<file path="src/rtl/param_counter.sv">
// Parametrised up/down counter with prescaler, synchronous load, wrap or saturate
// at the bounds, a one-cycle terminal pulse per bounded step, and a registered compare match.
module param_counter #(
    parameter int WIDTH    = 8,
    parameter int TAP      = 2,
    parameter int PRESCALE = 1,
    parameter int SATURATE = 0
) (
    input  logic             clock,
    input  logic             reset,
    input  logic             enable,
    input  logic             up,
    input  logic             load,
    input  logic [WIDTH-1:0] load_value,
    input  logic [WIDTH-1:0] compare,
    output logic [WIDTH-1:0] count,
    output logic             out1,
    output logic             terminal,
    output logic             match
);

    localparam int              PW      = (PRESCALE > 1) ? $clog2(PRESCALE) : 1;
    localparam logic [WIDTH-1:0] MAX_VAL = {WIDTH{1'b1}};

    logic             step;
    logic [WIDTH-1:0] count_reg;
    logic [WIDTH-1:0] count_next;
    logic             terminal_reg;
    logic             terminal_next;
    logic             match_reg;

    generate
        if (PRESCALE > 1) begin : g_prescale
            localparam logic [PW-1:0] LAST = PW'(PRESCALE - 1);
            logic [PW-1:0] prescale_reg;

            assign step = enable && !load && (prescale_reg == LAST);

            // Load restarts the prescale window; a disabled cycle freezes it mid-count.
            always_ff @(posedge clock or posedge reset) begin
                if (reset) begin
                    prescale_reg <= '0;
                end else if (load || step) begin
                    prescale_reg <= '0;
                end else if (enable) begin
                    prescale_reg <= prescale_reg + PW'(1);
                end
            end
        end else begin : g_no_prescale
            assign step = enable && !load;
        end
    endgenerate

    always_comb begin
        count_next    = count_reg;
        terminal_next = 1'b0;
        if (load) begin
            count_next = load_value;
        end else if (step) begin
            if (up) begin
                if (count_reg == MAX_VAL) begin
                    terminal_next = 1'b1;
                    if (SATURATE == 0) count_next = '0;
                end else begin
                    count_next = count_reg + WIDTH'(1);
                end
            end else begin
                if (count_reg == '0) begin
                    terminal_next = 1'b1;
                    if (SATURATE == 0) count_next = MAX_VAL;
                end else begin
                    count_next = count_reg - WIDTH'(1);
                end
            end
        end
    end

    // match tracks the value count takes at this edge, so it lines up with count.
    always_ff @(posedge clock or posedge reset) begin
        if (reset) begin
            count_reg    <= '0;
            terminal_reg <= 1'b0;
            match_reg    <= 1'b0;
        end else begin
            count_reg    <= count_next;
            terminal_reg <= terminal_next;
            match_reg    <= (count_next == compare);
        end
    end

    assign count    = count_reg;
    assign out1     = count_reg[TAP];
    assign terminal = terminal_reg;
    assign match    = match_reg;

endmodule

</file>
<file path="config.mk">
export PLATFORM = sky130hd
export DESIGN_NAME = param_counter
export DESIGN_NICKNAME = d
export VERILOG_FILES = /design/src/rtl/param_counter.sv
export SDC_FILE = /design/constraint.sdc
export NUM_CORES = 1
export LEC_CHECK = 0
export BUFFER_PORTS_ARGS = -buffer_cell sky130_fd_sc_hd__buf_2
export CORE_ASPECT_RATIO = 0.9
export CORE_UTILIZATION = 35
export DETAILED_ROUTE_END_ITERATION = 6
export GPL_TIMING_DRIVEN = 0
export HOLD_SLACK_MARGIN = 0.12
export PLACE_DENSITY = 0.56
export SYNTH_ARGS = -nofsm -noshare
export SYNTH_HDL_FRONTEND = slang
export SYNTH_SLANG_ARGS = --single-unit
</file>
<file path="constraint.sdc">
create_clock -name clock -period 2.2 [get_ports clock]
set_clock_uncertainty 0.2 [all_clocks]
set_input_delay 0.44 -clock clock [delete_from_list [all_inputs] [get_ports clock]]
set_output_delay 0.44 -clock clock [all_outputs]
set_load 0.05 [all_outputs]
</file>
==> flow_metrics.env, run 1 <==
export IMPL_grt_overflow=0
export IMPL_synthCells=154
export IMPL_maxSlewHeadroom_pct=67.15
export IMPL_status="complete, but fails checks"
export IMPL_n_antenna_cell=0
export IMPL_hpwl_um=2777
export IMPL_cp_arrival_ps=2470
export IMPL_setup_viol=3
export IMPL_synth_top_family_by_area="compound AO/OA/AOI/OAI gates"
export IMPL_synth_compound_area_share_pct=27.87
export IMPL_yosys_area_share_adder_pct=3.155
export IMPL_netlist_cell_type_count=53
export IMPL_drv_slew=0
export IMPL_cts_clk_slew_worst_paths_ps=50
export IMPL_final_common_cell="buf_2"
export IMPL_synth_xor_area_share_pct=8.097
export IMPL_violations="negative setup slack"
export IMPL_drt_first_pass_iters=4
export IMPL_worst_setup_path_end_kind="flop"
export IMPL_vdd_drop_max_uv=353.8
export IMPL_ys_seq_area_share_pct=21.03
export IMPL_crit_type="reg2reg"
export IMPL_setup_ws_ps=-293.3
export IMPL_synthMuxAreaShare_pct=3.470
export IMPL_cpMaxStageDelayCell="dfrtp_2"
export IMPL_initial_core_util_pct=37.92
export IMPL_synth_ff_type="dfrtp_1"
export IMPL_area_growth_pct=36.59
export IMPL_max_freq_mhz=401.1
export IMPL_synth_seq_cells=10
export IMPL_cp_max_fo=10
export IMPL_insertion_delay_ps=240
export IMPL_largest_reg_flops=8
export IMPL_powerDensity_mw_per_mm2=563.4
export IMPL_yosysWarnings=0
export IMPL_coreArea_mm2=0.003138
export IMPL_avgSynthCellArea_um2=7.727
export IMPL_viasPerCell=5.563
export IMPL_crit_chain="nor4_4 > a21oi_2 > o31ai_2 > or3b_4 > a21boi_4 > a311oi_2 > and3_1"
export IMPL_clk_path_buf_depth=2
export IMPL_tns_ps=-413.0
export IMPL_cts_made_buffers=3
export IMPL_rsz0062_at_grt="true"
export IMPL_cts_num_sinks=10
export IMPL_max_stage_delay_ps=490
export IMPL_hold_violations=0
export IMPL_dieWidth_um=63.46
export IMPL_die_area_mm2=0.003637
export IMPL_antenna_found_initial=0
export IMPL_nets=223
export IMPL_synth_area_mm2=0.001190
export IMPL_worst_ep_required_time_ps=2170
export IMPL_io_pins=32
export IMPL_layout_common_cells="32 x buf_2, 16 x nand2_1, 15 x buf_4"
export IMPL_track_usage_pct=20.83
export IMPL_min_period_over_period_pct=113.3
export IMPL_wl_per_cell_um=15.43
export IMPL_grt_pass1_wl_um=5844
export IMPL_rows=19
export IMPL_grt_max_degree=12
export IMPL_synth_edf_count=0
export IMPL_die_height_um=57.32
export IMPL_cap_violations=0
export IMPL_synth_net_count=178
export IMPL_synthSimpleGateAreaFrac_pct=27.13
export IMPL_htree_num_levels=1
export IMPL_cts_tree="done"
export IMPL_worst_pin_slew_ps=486.6
export IMPL_synthArstFlopShare_pct=100.0
export IMPL_drt_wl_total_um=3704
export IMPL_worstHoldPathType="in2reg"
export IMPL_portBuffers=31
export IMPL_globalplace_congestion=0.8797
export IMPL_drt_iter0_markers=72
export IMPL_worstSetupStartpointType="flop"
export IMPL_drc_errors=0
export IMPL_period_minus_slack_ps=2493
export IMPL_via_count=1335
export IMPL_finalPower_mw=0.9157
export IMPL_drive_gt1_share_pct=40.91
export IMPL_first_global_vias=1229
export IMPL_p_leak_nw=0.7173
export IMPL_ant_nets=0
export IMPL_root_buffer="clkbuf_8"
-- synthesized netlist by cell type, types with 3 or more instances --
library cell	number	area, µm²
dfrtp_1	10	250.2
nor2b_1	3	18.77
buf_4	5	37.54
xor2_1	6	52.55
ha_1	3	37.54
nand3_1	7	35.03
nor2_1	11	41.29
nand4_1	3	18.77
clkbuf_1	5	18.77
nand2_1	17	63.81
a21oi_1	7	35.03
o21ai_0	7	35.03
a31oi_1	3	18.77
inv_1	9	33.78
mux2i_1	3	30.03
xnor2_1	5	43.79
and3_1	4	25.02
-- final cells by class --
class	instances	area, µm²
buffer	10	68.82
clock buffer	4	55.05
fill	317	1513
inverter	10	40.04
multi-input combinational	122	914.6
sequential	10	254.0
tap	42	52.55
timing repair buffer	42	240.2
-- per-layer routing --
layer  vias to the layer above  track usage [%]  wire, µm
met5                         -                0         0
li1                        658                -         -
met4                         0            3.571         0
met3                         0            5.600       307
met2                        60            33.89      1773
met1                       617            28.01      1623
-- final timing paths --
check / slack [ps] / depth (start not counted) / endpoint / start
max in group asynchronous: 950 / 3 / count[4] / reset
max reg2reg: -290 / 7 / match / count[4]
min reg2reg: 600 / 2 / count[6] / count[6]
max: -290 / 7 / match / count[4]
min: 240 / 3 / count[0] / load_value[0]
min in group asynchronous: 530 / 3 / count[7] / reset
-- through the flow --
step / hold WS [ps] / instance area [µm²] / instances / util, % / worst slack, ps
after floorplan: 79.98 / 1229 / 154 / - / -283.4
after global placement: 248.6 / 1436 / 227 / 45.77 / -385.5
after detailed placement: 252.8 / 1436 / 227 / 45.77 / -423.6
after CTS: 234.7 / 1560 / 238 / 49.72 / -377.8
after global routing: 242.3 / 1625 / 240 / 51.79 / -402.5
final: 237.6 / 1625 / 240 / 51.79 / -293.3
-- worst max-delay path, delay by kind of cell (launching register included) --
| kind | cells | cell delay [ps] |
|---|---|---|
| simple gates | 3 | 1050 |
| compound gates | 4 | 680 |
| flops | 1 | 490 |
-- timing repair --
item | 4_1_cts | 5_1_grt
buffers inserted | 7 | 3
endpoints found under the setup margin | 3 | 4
pin swaps | 7 | 12
hold buffers | 1 | 0
gates resized for setup | 5 | 12
endpoints found under the hold margin | 10 | 0
-- report_power, final --
group	internal, mW	leakage (nW)	total [mW]	switching (mW)
clock network	0.158	0.0288	0.237	0.0795
logic	0.179	0.568	0.439	0.260
registers	0.202	0.120	0.239	0.0368
-- kinds of logic (layout without fill, tap and decap cells) --
logic type / Yosys count / in the layout
AO/OA/AOI/OAI: 45 / 45
XOR/XNOR: 11 / 11
adder cells (fa/ha/maj): 3 / 3
buffers and inverters: 22 / 66
flip-flops: 10 / 10
multiplexers: 4 / 4
AND/OR/NAND/NOR: 59 / 59
(Power assumes the default switching activity.)
==> run 2, diff against run 1 <==
- ABC_AREA: default -> 1
- GPL_ROUTABILITY_DRIVEN: default -> 0
- MAX_ROUTING_LAYER: default -> met4
- PLACE_DENSITY: 0.56 -> 0.57
==> flow_metrics.env, run 2 <==
export IMPL_yosysWarnings=0
export IMPL_insertion_delay_ps=270
export IMPL_grt_max_degree=11
export IMPL_layout_common_cells="54 x nand2_1, 33 x buf_2, 28 x nand3_1"
export IMPL_synthArstFlopShare_pct=100.0
export IMPL_hold_violations=0
export IMPL_critPathBufInv=1
export IMPL_r2r_start="count[0]"
export IMPL_clk_path_buf_depth=2
export IMPL_drt_wl_total_um=2750
export IMPL_synth_seq_cells=10
export IMPL_die_height_um=55.27
export IMPL_synth_ff_type="dfrtp_1"
export IMPL_maxSlewHeadroom_pct=71.83
export IMPL_worst_ep_required_time_ps=2190
export IMPL_rows=18
export IMPL_drc_errors=0
export IMPL_final_common_cell="nand2_1"
export IMPL_cp_max_fo=6
export IMPL_fillers=329
export IMPL_synth_top_area_share_pct=22.68
export IMPL_powerDensity_mw_per_mm2=506.8
export IMPL_n_antenna_cell=0
export IMPL_synth_edf_count=0
export IMPL_min_period_over_period_pct=91.09
export IMPL_hold_path_end="count[1]"
export IMPL_root_buffer="clkbuf_4"
export IMPL_avgSynthCellArea_um2=5.901
export IMPL_coreArea_mm2=0.002860
export IMPL_synth_area_leaders="dfrtp_1 23%, nand2_1 18%, nand3_1 13%"
export IMPL_path_delay_family="simple AND/OR/NAND/NOR gates"
export IMPL_drv_slew=0
export IMPL_grt_pass1_wl_um=4657
export IMPL_area_growth_pct=21.77
export IMPL_wl_per_cell_um=10.50
export IMPL_cts_clk_slew_worst_paths_ps=70
export IMPL_ys_seq_area_share_pct=22.68
export IMPL_rsz0062_at_grt="false"
export IMPL_crit_chain="ha_1 > nand2_1 > inv_1 > nand2_1 > nand2_1 > nand2_1 > nand3_1 > nand2_1 > nand2_1 > nand2_1 > nand2_1 > nor2_1 > nand3_1 > nor2_1"
export IMPL_drive_gt1_share_pct=30.18
export IMPL_portBuffers=30
export IMPL_regToRegSetupSlack_ps=200
export IMPL_synth_net_count=211
export IMPL_rr_worst_depth=14
export IMPL_vdd_drop_max_uv=271.7
export IMPL_die_area_mm2=0.003382
export IMPL_track_usage_pct=18.59
export IMPL_cpMaxStageDelayCell="dfrtp_2"
export IMPL_max_freq_mhz=499.0
export IMPL_drt_iter0_markers=48
export IMPL_initial_core_util_pct=38.58
export IMPL_hp_start="load_value[1]"
export IMPL_cts_num_sinks=10
export IMPL_worstHoldPathType="in2reg"
export IMPL_htree_num_levels=1
export IMPL_setup_viol=0
export IMPL_hpwl_um=2299
export IMPL_cts_made_buffers=3
export IMPL_synth_most_common_cell="nand2_1"
export IMPL_status="completed"
export IMPL_viasPerCell=4.565
export IMPL_grt_overflow=0
export IMPL_nets=247
export IMPL_synthCells=187
export IMPL_cp_arrival_ps=2000
export IMPL_max_stage_delay_ps=450
export IMPL_worst_setup_path_end_kind="flop"
export IMPL_drt_first_pass_iters=4
export IMPL_largest_reg_flops=8
export IMPL_netlist_cell_type_count=23
export IMPL_finalPower_mw=0.6810
export IMPL_worst_pin_slew_ps=422.1
export IMPL_crit_top_cell="nand2_1"
export IMPL_cts_tree="done"
export IMPL_period_minus_slack_ps=2004
export IMPL_crit_type="reg2reg"
export IMPL_dieWidth_um=61.19
export IMPL_regToRegEndpoint="match"
export IMPL_yosysTopAreaCell="dfrtp_1"
export IMPL_synth_area_mm2=0.001104
export IMPL_tns_ps=0
export IMPL_first_global_vias=1119
export IMPL_worstSetupStartpointType="flop"
export IMPL_holdPathStages=3
export IMPL_p_leak_nw=0.7783
export IMPL_cap_violations=0
export IMPL_io_pins=32
export IMPL_via_count=1196
export IMPL_antenna_found_initial=0
export IMPL_ant_nets=0
export IMPL_synth_cells_most_frequent="54 x nand2_1, 28 x inv_1, 28 x nand3_1"
==> run 2: timing repair <==
| item | 4_1_cts | 5_1_grt |
|---|---|---|
| setup endpoints to repair | 0 | 1 |
| gates resized for setup | 0 | 3 |
| endpoints found under the hold margin | 10 | 0 |
| buffers inserted | 0 | 0 |
| hold buffers | 1 | 0 |
==> run 2: layer usage <==
metal	part of all wire [%]	vias up	GRT usage [%]	wire [µm]
met1	49	526	25.33	1343
met5	0	-	-	0
met3	2.4	2	1.405	66
met4	0.51	0	5.844	14
li1	-	649	-	-
met2	48	19	28.88	1325
==> run 2: kinds of logic after synthesis <==
kind of cell | Yosys count | synth area share, %
XOR/XNOR | 3 | 2.381
buffers and inverters | 38 | 14.62
adder cells (fa/ha/maj) | 3 | 3.402
AND/OR/NAND/NOR | 119 | 50.34
AO/OA/AOI/OAI | 14 | 6.576
flip-flops | 10 | 22.68
==> run 2: worst register-to-register path, cell delays in order (launching register included) <==
cell and delay, ps:
dfrtp_2 450, ha_1 220, nand2_1 120, inv_1 60, nand2_1 90, nand2_1 60, nand2_1 50, nand3_1 100
nand2_1 110, nand2_1 70, nand2_1 60, nand2_1 40, nor2_1 110, nand3_1 90, nor2_1 100
==> run 2: final cells by class <==
type,instances,area [µm²],area share (%)
Sequential cell,10,251.5,18.72
Inverter,32,120.1,8.939
Timing Repair Buffer,31,160.2,11.92
Buffer,6,41.29,3.073
Clock buffer,4,26.28,1.955
Multi-Input combinational cell,139,694.4,51.68
Tap cell,40,50.05,3.724
==> run 2: per-stage QoR <==
step / area, µm² / cells / worst slack (ps) / utilization, % / hold WS (ps)
2_1_floorplan: 1105 / 187 / 59.30 / - / 80.11
3_3_place_gp: 1305 / 257 / 160.9 / 45.63 / 245.0
3_5_place_dp: 1305 / 257 / 151.6 / 45.63 / 264.9
4_1_cts: 1341 / 262 / 106.2 / 46.89 / 210.1
5_1_grt: 1344 / 262 / 0.09326 / 46.98 / 229.7
6_report: 1344 / 262 / 196.1 / 46.98 / 224.1
==> run 2: worst max path at each step <==
stage                  start    end  slack [ps]  cells after the start
finish              count[0]  match         200                     14
global route        count[0]  match        0.09                     14
CTS                 count[0]  match         110                     10
detailed placement  count[0]  match         150                     14
global placement    count[0]  match         160                     10
floorplan           count[1]  match          60                     10
==> run 2: power breakdown <==
group	switching (mW)	total [mW]	internal [mW]
logic	0.213	0.321	0.107
clock network	0.0677	0.138	0.0701
registers	0.0228	0.223	0.200
==> run 3, diff against run 2 <==
- PLACE_DENSITY: 0.57 -> default
- RECOVER_POWER: default -> 100
==> flow_metrics.env, run 3 (synthesis gave the netlist of run 2 again) <==
export IMPL_crit_type="reg2reg"
export IMPL_hold_violations=0
export IMPL_wl_per_cell_um=10.20
export IMPL_htree_num_levels=1
export IMPL_preCtsSetupSlack_ps=124.4
export IMPL_cap_violations=0
export IMPL_crit_top_cell="nand2_1"
export IMPL_die_height_um=55.27
export IMPL_setup_ws_ps=184.8
export IMPL_cts_num_sinks=10
export IMPL_tns_ps=0
export IMPL_die_area_mm2=0.003382
export IMPL_p_leak_nw=0.7530
export IMPL_hpwl_um=2194
export IMPL_busiest_layer="met2"
export IMPL_cts_made_buffers=3
export IMPL_final_area_mm2=0.001335
export IMPL_fillers=341
export IMPL_largest_reg_flops=8
export IMPL_met1_usage_pct=26.24
export IMPL_drive_gt1_share_pct=24.32
export IMPL_insertion_delay_ps=270
export IMPL_nets=247
export IMPL_track_usage_pct=18.06
export IMPL_root_buffer="clkbuf_4"
export IMPL_max_freq_mhz=496.2
export IMPL_seqCellArea_um2=251.5
export IMPL_worst_pin_slew_ps=602.9
export IMPL_maxSlewHeadroom_pct=59.98
export IMPL_min_period_over_period_pct=91.60
export IMPL_cts_tree="done"
export IMPL_placed_cell_area_mm2=0.001305
export IMPL_grt_overflow=0
export IMPL_vdd_drop_max_uv=313.6
export IMPL_setup_viol=0
export IMPL_drv_slew=0
export IMPL_met3_usage_pct=1.405
export IMPL_stdcell_count=262
export IMPL_area_growth_pct=20.98
export IMPL_viasPerCell=4.580
export IMPL_powerDensity_mw_per_mm2=530.9
export IMPL_layout_common_cells="54 x nand2_1, 28 x inv_1, 28 x nand3_1"
export IMPL_multi_input_area_um2=689.4
export IMPL_worst_ep_required_time_ps=2200
export IMPL_n_antenna_cell=0
export IMPL_regToRegSetupSlack_ps=180
export IMPL_dieWidth_um=61.19
export IMPL_worstSetupStartpointType="flop"
export IMPL_grt_max_degree=11
export IMPL_clk_path_buf_depth=2
export IMPL_worst_setup_path_end_kind="flop"
export IMPL_max_stage_delay_ps=450
export IMPL_io_pins=32
export IMPL_status="completed"
export IMPL_initial_core_util_pct=38.58
export IMPL_cpMaxStageDelayCell="dfrtp_2"
export IMPL_drc_errors=0
export IMPL_final_common_cell="nand2_1"
export IMPL_rsz0062_at_grt="false"
export IMPL_drt_wl_total_um=2673
export IMPL_cts_clk_slew_worst_paths_ps=70
export IMPL_drt_iter0_markers=65
export IMPL_crit_chain="inv_1 > ha_2 > nand2_1 > nand2_1 > nand2_1 > nand3_1 > nand3_1 > nand2_1 > nand2_1 > nand2_1 > nand2_1 > nor2_1 > nand3_1 > nor2_1"
export IMPL_antenna_found_initial=0
export IMPL_cp_max_fo=6
export IMPL_ant_nets=0
export IMPL_via_count=1200
export IMPL_met2_usage_pct=26.24
export IMPL_worstHoldPathType="in2reg"
export IMPL_first_global_vias=1067
export IMPL_portBuffers=30
export IMPL_cp_arrival_ps=2020
export IMPL_coreArea_mm2=0.002860
export IMPL_dp_cells=257
export IMPL_grt_pass1_wl_um=4540
export IMPL_drt_first_pass_iters=4
export IMPL_period_minus_slack_ps=2015
export IMPL_rows=18
export IMPL_fin_hold_ws_ps=225.4
## run 3: cell types whose count changed in the layout (fill, tap and decap cells not counted), sizes merged
cell | before | now
clkbuf | 4 | 15
buf | 36 | 25
## run 3: final cells by class
cell class                 instances  share of cell area, %
inverter                          32                  8.997
buffer                             6                  3.093
timing repair buffer              31                  10.97
multi-input combinational        139                  51.64
tap                               40                  3.749
sequential                        10                  18.84
clock buffer                       4                  2.718
## run 3: per-layer routing
metal	wire, µm	vias to the layer above
li1	-	654
met5	0	-
met3	70	4
met2	1204	20
met1	1374	522
met4	23	0
## run 3: critical path: cells and delay by family (launching register included)
| kind | cells | cell delay [ps] |
|---|---|---|
| buffers and inverters | 1 | 150 |
| flip-flops | 1 | 450 |
| adder cells (fa/ha/maj) | 1 | 260 |
| AND/OR/NAND/NOR | 12 | 900 |
## run 3: final timing paths
path | startpoint | end | cells after the start
min | load_value[1] | count[1] | 3
min in group asynchronous | reset | count[7] | 3
min reg2reg | count[0] | count[0] | 4
max reg2reg | count[0] | match | 14
max | count[0] | match | 14
max in group asynchronous | reset | count[0] | 3
## run 3: power breakdown
| part | internal (mW) | leakage (nW) | total, mW | switching (mW) |
|---|---|---|---|---|
| Combinational | 0.102 | 0.613 | 0.314 | 0.212 |
| Clock | 0.101 | 0.0210 | 0.172 | 0.0712 |
| Sequential | 0.200 | 0.119 | 0.223 | 0.0235 |
## run 3: repair_timing
item                       CTS  global route
buffers inserted             0             0
hold buffers                 1             0
gates resized for setup      0             2
setup endpoints to repair    0             1
hold endpoints to repair    10             0
## run 3: per-stage QoR
stage	util [%]	total power [mW]
2_1_floorplan	-	0.4682
3_3_place_gp	45.63	0.5431
3_5_place_dp	45.63	0.5444
4_1_cts	47.24	0.7190
5_1_grt	46.68	0.7601
6_report	46.68	0.7088
